--- config.mk ---
export PLATFORM = sky130hd
export DESIGN_NAME = pc_gen
export DESIGN_NICKNAME = d
export VERILOG_FILES = /design/src/rtl/pc_pkg.sv /design/src/rtl/pc_ras.sv /design/src/rtl/pc_gen.sv
export SDC_FILE = /design/constraint.sdc
export NUM_CORES = 1
export LEC_CHECK = 0
export CORE_MARGIN = 4
export CORE_UTILIZATION = 30
export DETAILED_ROUTE_END_ITERATION = 12
export PLACE_DENSITY_LB_ADDON = 0.25
export SETUP_SLACK_MARGIN = 0.4
export SYNTH_ARGS = -nofsm -noshare
export SYNTH_HDL_FRONTEND = slang
export SYNTH_SLANG_ARGS = --single-unit
--- constraint.sdc ---
create_clock -name clk -period 2.6 [get_ports clk]
set_clock_uncertainty 0.1 [all_clocks]
set_input_delay 0.26 -clock clk [delete_from_list [all_inputs] [get_ports clk]]
set_output_delay 0.26 -clock clk [all_outputs]
set_load 0.01 [all_outputs]
--- src/rtl/pc_pkg.sv ---
// ---------------------------------------------------------------------------
// pc_pkg -- shared definitions for the PC generator.
//   PC_W_DEF       : default program-counter width in bits
//   RESET_VEC_DEF  : default PC value loaded on reset
//   redir_src_e    : which source supplies the next PC
//                    (SEQ, BR, RET, EXC, PEND)
// ---------------------------------------------------------------------------
package pc_pkg;

    localparam int          PC_W_DEF      = 32;
    localparam logic [31:0] RESET_VEC_DEF = 32'h0000_0000;

    typedef enum logic [2:0] {
        SEQ,
        BR,
        RET,
        EXC,
        PEND
    } redir_src_e;

endpackage

--- src/rtl/pc_ras.sv ---
// ---------------------------------------------------------------------------
// pc_ras -- circular return-address stack.
// Ports:
//   clk, rst   : clock, synchronous active-low reset (clears pointer/count)
//   push       : write push_data on top of the stack
//   push_data  : return address to push
//   pop        : discard the top entry (ignored when empty)
//   top        : current top-of-stack value (valid when !empty)
//   empty/full : occupancy flags
// A push to a full stack overwrites the oldest entry. The count saturates at
// DEPTH, so the stack keeps the DEPTH most recent return addresses.
// ---------------------------------------------------------------------------
module pc_ras #(
    parameter int DEPTH = 4,
    parameter int W     = 32
) (
    input  logic         clk,
    input  logic         rst,
    input  logic         push,
    input  logic         pop,
    input  logic [W-1:0] push_data,
    output logic [W-1:0] top,
    output logic         empty,
    output logic         full
);

    localparam int PTR_W = $clog2(DEPTH);

    logic [W-1:0]     mem [DEPTH];
    logic [PTR_W-1:0] ptr_reg;      // next free slot
    logic [PTR_W:0]   count_reg;
    logic [PTR_W-1:0] top_idx;

    // Pointer wraps naturally because DEPTH is a power of two; the slot the
    // pointer lands on when full is exactly the oldest entry.
    assign top_idx = ptr_reg - 1'b1;
    assign top     = mem[top_idx];
    assign empty   = (count_reg == '0);
    assign full    = (count_reg == (PTR_W+1)'(DEPTH));

    always_ff @(posedge clk) begin
        if (!rst) begin
            ptr_reg   <= '0;
            count_reg <= '0;
        end else if (push) begin
            ptr_reg <= ptr_reg + 1'b1;
            if (!full) begin
                count_reg <= count_reg + 1'b1;
            end
        end else if (pop && !empty) begin
            ptr_reg   <= ptr_reg - 1'b1;
            count_reg <= count_reg - 1'b1;
        end
    end

    // Storage carries no reset; entries are only ever read below the count.
    always_ff @(posedge clk) begin
        if (push) begin
            mem[ptr_reg] <= push_data;
        end
    end

endmodule

--- src/rtl/pc_gen.sv ---
// ---------------------------------------------------------------------------
// pc_gen -- fetch program-counter generator with redirect holding and an
// optional return-address stack (enabled by defining PC_GEN_RAS_EN).
// Ports:
//   clk        : clock, all state on rising edge
//   rst        : synchronous active-low reset
//   en         : advance enable (0 = stall)
//   exc_valid, exc_vec  : exception redirect (highest priority)
//   br_valid, br_target : branch/jump redirect
//   call       : current br redirect is a call (pushes pc+INC)
//   ret        : current instruction is a return (pops the RAS)
//   pc         : current fetch PC
//   pend       : a redirect captured during a stall is waiting
//   ras_uflow  : one-cycle pulse after a pop from an empty stack
// Next-PC priority when en=1: exc > pending > br > RAS top (ret) > pc+INC.
// ---------------------------------------------------------------------------
module pc_gen
    import pc_pkg::*;
#(
    parameter int              PC_W      = PC_W_DEF,
    parameter logic [PC_W-1:0] RESET_VEC = PC_W'(RESET_VEC_DEF),
    parameter int              INC       = 4,
    parameter int              RAS_DEPTH = 4
) (
    input  logic            clk,
    input  logic            rst,
    input  logic            en,
    input  logic            exc_valid,
    input  logic [PC_W-1:0] exc_vec,
    input  logic            br_valid,
    input  logic [PC_W-1:0] br_target,
    input  logic            call,
    input  logic            ret,
    output logic [PC_W-1:0] pc,
    output logic            pend,
    output logic            ras_uflow
);

    logic [PC_W-1:0] pc_reg;
    logic [PC_W-1:0] pc_next;
    logic [PC_W-1:0] pc_seq;
    logic [PC_W-1:0] pend_tgt_reg;
    logic            pend_reg;
    logic            pend_exc_reg;   // pending target came from an exception
    logic [PC_W-1:0] ras_top;
    logic            ras_empty;
    logic            ret_req;
    redir_src_e      src;

    // Wraps modulo 2^PC_W by construction.
    assign pc_seq = pc_reg + PC_W'(INC);

    always_comb begin
        src = SEQ;
        if (exc_valid) begin
            src = EXC;
        end else if (pend_reg) begin
            src = PEND;
        end else if (br_valid) begin
            src = BR;
        end else if (ret_req) begin
            src = RET;
        end
    end

    always_comb begin
        pc_next = pc_seq;
        case (src)
            EXC:     pc_next = exc_vec;
            PEND:    pc_next = pend_tgt_reg;
            BR:      pc_next = br_target;
            RET:     pc_next = ras_empty ? pc_seq : ras_top;
            default: pc_next = pc_seq;
        endcase
    end

    always_ff @(posedge clk) begin
        if (!rst) begin
            pc_reg       <= RESET_VEC;
            pend_reg     <= 1'b0;
            pend_exc_reg <= 1'b0;
            pend_tgt_reg <= '0;
        end else if (en) begin
            // The pending slot is consumed on the first enabled edge even
            // when an exception overrides it.
            pc_reg       <= pc_next;
            pend_reg     <= 1'b0;
            pend_exc_reg <= 1'b0;
        end else if (exc_valid) begin
            pend_reg     <= 1'b1;
            pend_exc_reg <= 1'b1;
            pend_tgt_reg <= exc_vec;
        end else if (br_valid && !(pend_reg && pend_exc_reg)) begin
            pend_reg     <= 1'b1;
            pend_exc_reg <= 1'b0;
            pend_tgt_reg <= br_target;
        end
    end

    assign pc   = pc_reg;
    assign pend = pend_reg;

`ifdef PC_GEN_RAS_EN
    logic pend_call_reg;   // pending br was a call; push when it is applied
    logic uflow_reg;
    logic ras_push;
    logic ras_pop;
    logic ras_full_unused;

    assign ret_req  = ret;
    assign ras_push = rst && en && ((src == PEND && pend_call_reg) || (src == BR && call));
    assign ras_pop  = rst && en && (src == RET);

    pc_ras #(
        .DEPTH (RAS_DEPTH),
        .W     (PC_W)
    ) u_ras (
        .clk       (clk),
        .rst       (rst),
        .push      (ras_push),
        .pop       (ras_pop),
        .push_data (pc_seq),
        .top       (ras_top),
        .empty     (ras_empty),
        .full      (ras_full_unused)
    );

    always_ff @(posedge clk) begin
        if (!rst) begin
            pend_call_reg <= 1'b0;
            uflow_reg     <= 1'b0;
        end else begin
            uflow_reg <= ras_pop && ras_empty;
            if (!en) begin
                if (exc_valid) begin
                    pend_call_reg <= 1'b0;
                end else if (br_valid && !(pend_reg && pend_exc_reg)) begin
                    pend_call_reg <= call;
                end
            end
        end
    end

    assign ras_uflow = uflow_reg;
`else
    logic [31:0] ras_unused;

    assign ret_req    = 1'b0;
    assign ras_top    = '0;
    assign ras_empty  = 1'b1;
    assign ras_unused = {30'd0, call, ret} ^ 32'(RAS_DEPTH);
    assign ras_uflow  = 1'b0;
`endif

endmodule

==> results of run 1 <==
==> worst reg2reg max path, cell delays in order (launching register included) <==
cell       delay [ns]
dfxtp_1          0.42
ha_1             0.25
nand3_2          0.22
nor3_4           0.31
nor4b_1          0.37
o21ai_0          0.15
o2bb2ai_1        0.14
==> placed cells by master, fill, tap and decap left out, types with 12 or more instances in the layout <==
cell | synthesis | final
nand2_1 | 84 | 84
a22oi_1 | 12 | 12
nand3_1 | 12 | 12
clkdlybuf4s50_1 | 0 | 100
o21ai_0 | 37 | 36
nor2_1 | 53 | 52
inv_1 | 13 | 13
dfxtp_1 | 66 | 65
buf_4 | 2 | 21
a21oi_1 | 28 | 28
a311oi_1 | 26 | 26
==> path summary, 6_finish.rpt <==
path	from	end	slack [ns]	cells past startpoint
min	exc_valid	pend_exc_reg$_SDFFE_PP0P_	0.35	3
max	pc[3]$_SDFFE_PN0P_	pc[22]$_SDFFE_PN0P_	0.53	6
min reg2reg	pc[0]$_SDFFE_PN0P_	pc[0]$_SDFFE_PN0P_	0.37	2
max reg2reg	pc[3]$_SDFFE_PN0P_	pc[22]$_SDFFE_PN0P_	0.53	6
==> per-layer routing <==
metal	vias to the layer above	share of wire
met1	2027	0.48
met2	136	0.45
li1	2074	-
met3	18	0.051
met5	-	0
met4	0	0.018
==> layout make-up <==
class | count | share of cell area
Clock inverter | 2 | 0.00650
Clock buffer | 14 | 0.0490
Inverter | 14 | 0.00975
Sequential cell | 66 | 0.245
Tap cell | 172 | 0.0399
Timing Repair Buffer | 124 | 0.223
Multi-Input combinational cell | 381 | 0.426
==> metrics by stage <==
step / cells / total power [W]
after floorplan: 501 / 0.00146
after global placement: 755 / 0.00175
after detailed placement: 755 / 0.00177
after CTS: 771 / 0.00301
after global routing: 773 / 0.00312
final: 773 / 0.00300
==> logic make-up after synthesis <==
group,share of synthesized area
multiplexers,0.0287
AND/OR/NAND/NOR,0.239
buffers and inverters,0.0613
XOR/XNOR,0.00913
other,0.000977
adder cells (fa/ha/maj),0.00326
AO/OA/AOI/OAI,0.313
flip-flops,0.344
==> power by group through the flow <==
| stage | clock (W) | combinational, W | sequential, W |
|---|---|---|---|
| 2_1_floorplan | 0 | 0.000279 | 0.00118 |
| 3_3_place_gp | 0 | 0.000565 | 0.00119 |
| 3_5_place_dp | 0 | 0.000578 | 0.00119 |
| 4_1_cts | 0.00126 | 0.000579 | 0.00117 |
| 5_1_grt | 0.00130 | 0.000634 | 0.00118 |
| 6_report | 0.00125 | 0.000580 | 0.00117 |
==> what timing repair did <==
item | 4_1_cts | 5_1_grt
endpoints found under the setup margin | 0 | 6
setup buffers | 0 | 2
resized for setup | 0 | 3
==> flow_metrics.py, run 1 <==
metrics = {
    "place": {
        "io_buffers": 101,
        "gp_congestion": 0.850,
        "dpl.hpwl_um": 9920,
        "place_area_um2": 5070,
        "dpl_worst_slack_ns": 0.280,
    },
    "drt": {
        "drtIter0Drc": 225,
        "via_per_inst": 5.50,
        "first_pass_iters": 5,
        "drc": 0,
        "wl_per_cell_um": 17.8,
        "detail-route-antenna-nets": 0,
        "vias": 4255,
        "drt-total-wl_um": 13700,
    },
    "final_layout": {
        "multi_input_area_um2": 2300,
        "drive_gt1_frac": 0.0832,
        "syn_to_final_growth_pct": 40.4,
        "nNetsFinal": 668,
        "finish.instance_area_um2": 5390,
        "fill_cells": 1262,
        "ff_latch_area_um2": 1320,
        "insertedDiodeCount": 0,
        "final_util": 0.429,
    },
    "synthesis": {
        "ys.flop_type": "dfxtp_1",
        "seq_area_frac_synth": 0.344,
        "synth_warnings": 0,
        "synth.area.top_cells": "dfxtp_1 (34%), nand2_1 (8.2%), a311oi_1 (5.9%), nor2_1 (5.2%), o21ai_0 (4.8%)",
        "yosysUniqueCellTypes": 63,
        "synthArstFlopShare": 0,
        "netlist_instances": 501,
        "synth.avg_cell_area_um2": 7.66,
        "yosysMostFrequentCell": "nand2_1",
        "synth_common_cells": "nand2_1 (84), dfxtp_1 (66), nor2_1 (53)",
        "ys_ff_latch": 66,
        "synth_fp_nets": 573,
        "yosysTopAreaCell": "dfxtp_1",
        "yosysTopAreaCellShare": 0.344,
        "synth-edff-count": 0,
        "syn_area_um2": 3840,
    },
    "clock_tree": {
        "insertion_delay_ns": 0.34,
        "clk_pin_slew_ns": 0.05,
        "postCtsHoldBufs": 0,
        "cts-buffers-inserted": 9,
        "cts_buffer_depth": 2,
        "clock-root-buffer": "clkbuf_16",
        "cts_tree": "done",
        "htree_levels": 3,
        "clock-sinks": 66,
    },
    "global_route": {
        "grt.busiest_layer": "met2",
        "met1_usage": 0.262,
        "use_met2": 0.291,
        "grt_pass1_vias": 4141,
        "met3_usage": 0.0266,
        "grt_util_all_layers": 0.188,
        "grt_remaining_overflow": 0,
        "antenna_found_initial": 0,
        "grt_pass1_wl_um": 21800,
        "grt_max_degree": 65,
    },
    "power_and_ir_drop": {
        "switching_share": 0.274,
        "pwr-share-seq": 0.391,
        "irDropWorstVdd_mv": 0.348,
        "p_leak_nw": 2.00,
        "power_frac_comb": 0.194,
        "p_int_w": 0.00218,
        "p_switching_w": 0.000821,
        "clock_power_share": 0.415,
        "powerDensity_nw_per_um2": 556,
    },
    "setup_path": {
        "critical_path_buf_inv_count": 0,
        "setup.worst_path.end_class": "flip-flop",
        "cp.arrival_ns": 2.19,
        "crit_fanout": 7,
        "critPathSlowestCell": "dfxtp_1",
        "startpoint_type": "flip-flop",
        "max_stage_delay_ns": 0.42,
        "critPathKind": "reg2reg",
        "crit_family": "simple AND/OR/NAND/NOR gates",
        "worstPathRequired_ns": 2.72,
        "path_cells": "ha_1 -> nand3_2 -> nor3_4 -> nor4b_1 -> o21ai_0 -> o2bb2ai_1",
    },
    "die": {
        "io_pins": 105,
        "core_area_um2": 12600,
        "die_w_um": 121,
        "die_h_um": 121,
        "die_area_um2": 14700,
        "initial_core_util": 0.305,
        "rows": 41,
    },
    "sta": {
        "hold_viol": 0,
        "timing.final.crit_share": 0.796,
        "rsz0062_at_grt": "yes",
        "tightest_slew_ns": 0.900,
        "slew_violations": 0,
        "finalCriticalPeriod_ns": 2.07,
        "fmax_mhz": 483,
        "whs_ns": 0.355,
        "slew-limit-headroom": 0.392,
        "setup_slack_ns": 0.531,
        "setup-tns-final_ns": 0,
        "setup_viol": 0,
    },
    "run": {
        "maxCapViolations": 0,
    },
    "min_path": {
        "hp-class": "in2reg",
    },
    "status": {
        "outcome": "finished, final reports clean",
    },
}
Power figures use the tool's default switching activity.
==> inputs of run 2 (changes only) <==
==> constraint.sdc (replaced) <==
create_clock -name clk -period 1.95 [get_ports clk]
set_clock_uncertainty 0.1 [all_clocks]
set_input_delay 0.195 -clock clk [delete_from_list [all_inputs] [get_ports clk]]
set_output_delay 0.195 -clock clk [all_outputs]
set_load 0.01 [all_outputs]
==> run 2 against run 1 <==
Against the previous run: die area unchanged; via count up 15%; routed wire length up 24%.
==> flow_metrics.py, run 2 (synthesis gave the netlist of run 1 again) <==
metrics = {
    "status": {
        "outcome": "finished, final reports clean",
    },
    "sta": {
        "timing.final.crit_share": 0.888,
        "setup_viol": 0,
        "fmax_mhz": 578,
        "finalCriticalPeriod_ns": 1.73,
        "setup-tns-final_ns": 0,
        "hold_viol": 0,
        "rsz0062_at_grt": "yes",
        "whs_ns": 0.330,
        "slew_violations": 0,
    },
    "place": {
        "io_buffers": 101,
        "place_area_um2": 5390,
        "dpl.hpwl_um": 10800,
        "gp_congestion": 0.887,
    },
    "final_layout": {
        "insertedDiodeCount": 0,
        "final_util": 0.546,
        "finish.instance_area_um2": 6860,
        "drive_gt1_frac": 0.336,
        "fill_cells": 1125,
        "layout_common_cells": "buf_4 (80), nand2_1 (79), clkdlybuf4s50_1 (67)",
        "final_common_cell": "buf_4",
        "nNetsFinal": 764,
        "syn_to_final_growth_pct": 78.8,
    },
    "min_path": {
        "hp-class": "in2reg",
        "hp-start": "en",
    },
    "clock_tree": {
        "clock-root-buffer": "clkbuf_16",
        "insertion_delay_ns": 0.34,
        "clk_pin_slew_ns": 0.06,
        "cts_buffer_depth": 2,
        "clock-sinks": 66,
        "htree_levels": 3,
        "cts_tree": "done",
        "cts-buffers-inserted": 9,
    },
    "global_route": {
        "met1_usage": 0.294,
        "grt_max_degree": 49,
        "use_met2": 0.330,
        "antenna_found_initial": 0,
        "grt.busiest_layer": "met2",
        "grt_remaining_overflow": 0,
        "grt_pass1_wl_um": 24500,
        "met3_usage": 0.0415,
        "grt_pass1_vias": 4499,
        "grt_util_all_layers": 0.211,
    },
    "setup_path": {
        "path_cells": "buf_12 -> or3_4 -> buf_8 -> o32ai_2 -> a21oi_1 -> o22ai_1",
        "crit_family": "compound AO/OA/AOI/OAI gates",
        "worstPathRequired_ns": 2.10,
        "startpoint_type": "flip-flop",
        "cp.arrival_ns": 1.88,
        "crit_fanout": 7,
        "critPathKind": "reg2reg",
        "ff2ff_path_depth": 6,
        "r2r-end": "pc[6]$_SDFFE_PN0P_",
        "critical_path_buf_inv_count": 2,
        "reg2reg_from": "pend$_SDFFE_PP0P_",
        "critPathSlowestCell": "or3_4",
        "setup.worst_path.end": "pc[6]$_SDFFE_PN0P_",
        "rrSetupSlack_ns": 0.22,
        "max_stage_delay_ns": 0.39,
        "crit_cells": 6,
        "setup.worst_path.end_class": "flip-flop",
        "crit_start": "pend$_SDFFE_PP0P_",
    },
    "die": {
        "rows": 41,
        "initial_core_util": 0.305,
        "die_w_um": 121,
        "die_h_um": 121,
        "io_pins": 105,
        "core_area_um2": 12600,
        "die_area_um2": 14700,
    },
    "power_and_ir_drop": {
        "p_leak_nw": 2.86,
        "p_total_w": 0.00426,
        "irDropWorstVdd_mv": 0.307,
        "powerDensity_nw_per_um2": 621,
    },
    "drt": {
        "drt-total-wl_um": 17000,
        "detail-route-antenna-nets": 0,
        "drtIter0Drc": 433,
        "drc": 0,
        "wl_per_cell_um": 19.6,
        "vias": 4885,
        "via_per_inst": 5.62,
        "first_pass_iters": 7,
    },
    "run": {
        "maxCapViolations": 0,
    },
}
==> run 2: repair_timing <==
| action | 4_1_cts | 5_1_grt |
|---|---|---|
| gates resized for setup | 118 | 53 |
| pin swaps | 43 | 39 |
| hold buffers | 0 | 0 |
| gates cloned | 3 | 6 |
| setup buffers | 39 | 29 |
| endpoints found under the setup margin | 95 | 54 |
| endpoints found under the hold margin | 0 | 0 |
==> run 2: report_power, final <==
| group | leakage [nW] | total (W) | internal, W | switching, W |
|---|---|---|---|---|
| sequential | 0.560 | 0.00155 | 0.00145 | 0.000107 |
| combinational | 2.15 | 0.00108 | 0.000556 | 0.000521 |
| clock | 0.144 | 0.00163 | 0.00102 | 0.000611 |
| total | 2.86 | 0.00426 | 0.00303 | 0.00124 |
==> run 2: cell type report <==
cell class / count / area [um^2] / share of cell area
Clock buffer: 13 / 250 / 0.0365
Inverter: 14 / 52.6 / 0.00766
Tap cell: 172 / 215 / 0.0314
Timing Repair Buffer: 220 / 2150 / 0.313
Multi-Input combinational cell: 381 / 2750 / 0.401
Clock inverter: 3 / 40.0 / 0.00583
Sequential cell: 66 / 1400 / 0.204
==> run 2: routing by layer <==
metal | wire length (um) | vias to the layer above
li1 | - | 2266
met1 | 7300 | 2357
met2 | 8070 | 233
met3 | 1310 | 29
met4 | 364 | 0
met5 | 0 | -
==> run 2: tightest hold or removal path: cells and delay by family <==
kind	cells	cell delay, ns
AOI/OAI and AO/OA	2	0.14
buffers and inverters	2	0.39
==> run 2: worst min path at each step <==
stage,endpoint,slack [ns],cells after the start
2_1_floorplan,pend_tgt_reg[10]$_SDFFE_PN0P_,0.26,2
5_1_grt,pend_exc_reg$_SDFFE_PP0P_,0.36,4
3_3_place_gp,pc[0]$_SDFFE_PN0P_,0.35,2
3_5_place_dp,pc[1]$_SDFFE_PN0P_,0.36,2
4_1_cts,pend$_SDFFE_PP0P_,0.32,4
6_report,pc[16]$_SDFFE_PN0P_,0.33,4
==> run 2: stage by stage <==
step / std cells / worst slack [ns]
2_1_floorplan: 501 / 0.310
3_3_place_gp: 776 / -0.233
3_5_place_dp: 776 / -0.291
4_1_cts: 834 / 0.214
5_1_grt: 869 / 0.172
6_report: 869 / 0.219
==> inputs of run 3 (changes only) <==
--- a/config.mk
+++ b/config.mk
@@ -5,7 +5,7 @@
 export SDC_FILE = /design/constraint.sdc
 export NUM_CORES = 1
 export LEC_CHECK = 0
-export CORE_MARGIN = 4
+export CORE_MARGIN = 5
 export CORE_UTILIZATION = 30
 export DETAILED_ROUTE_END_ITERATION = 12
 export PLACE_DENSITY_LB_ADDON = 0.25
==> constraint.sdc (replaced) <==
create_clock -name clk -period 1.8 [get_ports clk]
set_clock_uncertainty 0.1 [all_clocks]
set_input_delay 0.18 -clock clk [delete_from_list [all_inputs] [get_ports clk]]
set_output_delay 0.18 -clock clk [all_outputs]
set_load 0.01 [all_outputs]
==> run 3 against run 2 <==
Against the previous run: non-clock buffer count fell by 13; first-iteration DRC count fell by 11%; critical endpoint is now pc[18]$_SDFFE_PN0P_; core utilization rose by 0.14 points; flip-flop and latch count did not move; die area rose by 3.3%; largest cell class unchanged; clock power barely moved; register-to-register slack got worse by 0.16 ns; sequential share of layout area fell by 0.32 points; combinational power rose by 12%; via count fell by 2.1%.
==> flow_metrics.py, run 3 (synthesis gave the netlist of run 1 again) <==
metrics = {
    "final_layout": {
        "final_cells": 856,
        "insertedDiodeCount": 0,
        "drive_gt1_frac": 0.373,
        "nNetsFinal": 751,
        "syn_to_final_growth_pct": 79.2,
        "layout_common_cells": "nand2_1 (82), buf_4 (77), clkdlybuf4s50_1 (65)",
        "final_common_cell": "nand2_1",
    },
    "clock_tree": {
        "clock-sinks": 66,
        "insertion_delay_ns": 0.33,
        "cts-buffers-inserted": 9,
        "postCtsHoldBufs": 0,
        "cts_tree": "done",
        "cts_buffer_depth": 2,
        "clk_pin_slew_ns": 0.06,
        "clock-root-buffer": "clkbuf_16",
        "htree_levels": 3,
    },
    "die": {
        "die_w_um": 123,
        "rows": 41,
        "die_area_um2": 15200,
        "initial_core_util": 0.305,
        "die_h_um": 123,
        "io_pins": 105,
        "core_area_um2": 12600,
    },
    "sta": {
        "setup_viol": 0,
        "setup_slack_ns": 0.0578,
        "slew_violations": 0,
        "hold_viol": 0,
        "finalCriticalPeriod_ns": 1.74,
        "timing.final.crit_share": 0.968,
        "whs_ns": 0.196,
        "setup-tns-final_ns": 0,
        "rsz0062_at_grt": "yes",
        "fmax_mhz": 574,
    },
    "global_route": {
        "antenna_found_initial": 0,
        "grt_pass1_wl_um": 23700,
        "grt_remaining_overflow": 0,
        "grt_util_all_layers": 0.200,
        "grt_max_degree": 33,
        "grt_pass1_vias": 4418,
    },
    "place": {
        "dpl.cell_count": 797,
        "io_buffers": 101,
        "gp_congestion": 0.872,
        "dpl_worst_slack_ns": -0.200,
        "dpl.hpwl_um": 11000,
    },
    "setup_path": {
        "crit_fanout": 4,
        "cp.arrival_ns": 1.88,
        "critical_path_buf_inv_count": 1,
        "max_stage_delay_ns": 0.37,
        "rrSetupSlack_ns": 0.06,
        "worstPathRequired_ns": 1.93,
        "critPathKind": "reg2reg",
        "crit_family": "simple AND/OR/NAND/NOR gates",
        "path_cells": "ha_4 -> nand3_4 -> buf_4 -> nor4_4 -> and4_1 -> o21ai_1 -> a221oi_2",
        "startpoint_type": "flip-flop",
        "critPathSlowestCell": "dfxtp_4",
        "setup.worst_path.end_class": "flip-flop",
    },
    "drt": {
        "wl_per_cell_um": 19.1,
        "vias": 4781,
        "drtIter0Drc": 385,
        "first_pass_iters": 5,
        "drt-total-wl_um": 16400,
        "drc": 0,
        "detail-route-antenna-nets": 0,
        "via_per_inst": 5.59,
    },
    "power_and_ir_drop": {
        "p_leak_nw": 2.73,
        "powerDensity_nw_per_um2": 661,
        "irDropWorstVdd_mv": 0.376,
    },
    "run": {
        "maxCapViolations": 0,
    },
    "status": {
        "outcome": "finished, final reports clean",
    },
    "min_path": {
        "hp-class": "in2reg",
    },
}
-- run 3: cell count changes in the layout (fill, tap and decap cells not counted), moves of 6 or more --
| cell | change |
|---|---|
| nor2_1 | -27 |
| o21ai_1 | +6 |
| a311oi_2 | +15 |
| a311oi_1 | -15 |
| clkdlybuf4s15_1 | +6 |
| nor2_4 | +29 |
| o21ai_0 | -6 |
| a21oi_2 | -6 |
-- run 3: per-stage QoR --
| step | cell area (um^2) | power, W | utilization |
|---|---|---|---|
| CTS | 6190 | 0.00432 | 0.492 |
| global route | 6880 | 0.00471 | 0.547 |
| detailed placement | 5590 | 0.00267 | 0.445 |
| global placement | 5590 | 0.00264 | 0.445 |
| finish | 6880 | 0.00455 | 0.547 |
| floorplan | 4050 | 0.00214 | - |
-- run 3: routing by layer --
layer  GRT usage  vias up  part of all wire
met5           0        -                 0
li1            -     2239                 -
met2       0.311      196              0.47
met1       0.280     2319              0.44
met3      0.0435       27             0.071
met4      0.0547        0             0.018
-- run 3: cell type report --
cell class	instances	area [um^2]
Clock buffer	13	250
Clock inverter	3	16.3
Fill cell	1146	5690
Inverter	14	52.6
Multi-Input combinational cell	381	3020
Sequential cell	66	1380
Tap cell	172	215
Timing Repair Buffer	207	1950
-- run 3: report_power, final --
part | switching, W | internal, W
sequential | 0.000133 | 0.00157
clock | 0.000667 | 0.000968
combinational | 0.000600 | 0.000612
total | 0.00140 | 0.00315
-- run 3: worst min-delay path, cell delays in order --
cell,delay (ns)
buf_2,0.20
a21oi_1,0.15
nor2_1,0.05
-- run 3: final timing paths --
path / from / endpoint / cells after the start
max: pc[2]$_SDFFE_PN0P_ / pc[18]$_SDFFE_PN0P_ / 7
min: exc_valid / pend_exc_reg$_SDFFE_PP0P_ / 3
max reg2reg: pc[2]$_SDFFE_PN0P_ / pc[18]$_SDFFE_PN0P_ / 7
min reg2reg: pc[1]$_SDFFE_PN0P_ / pc[1]$_SDFFE_PN0P_ / 2
-- run 3: repair_timing --
action	4_1_cts	5_1_grt
cloned	4	1
resized for setup	74	153
endpoints found under the setup margin	97	71
pin swaps	23	56
setup buffers	25	13
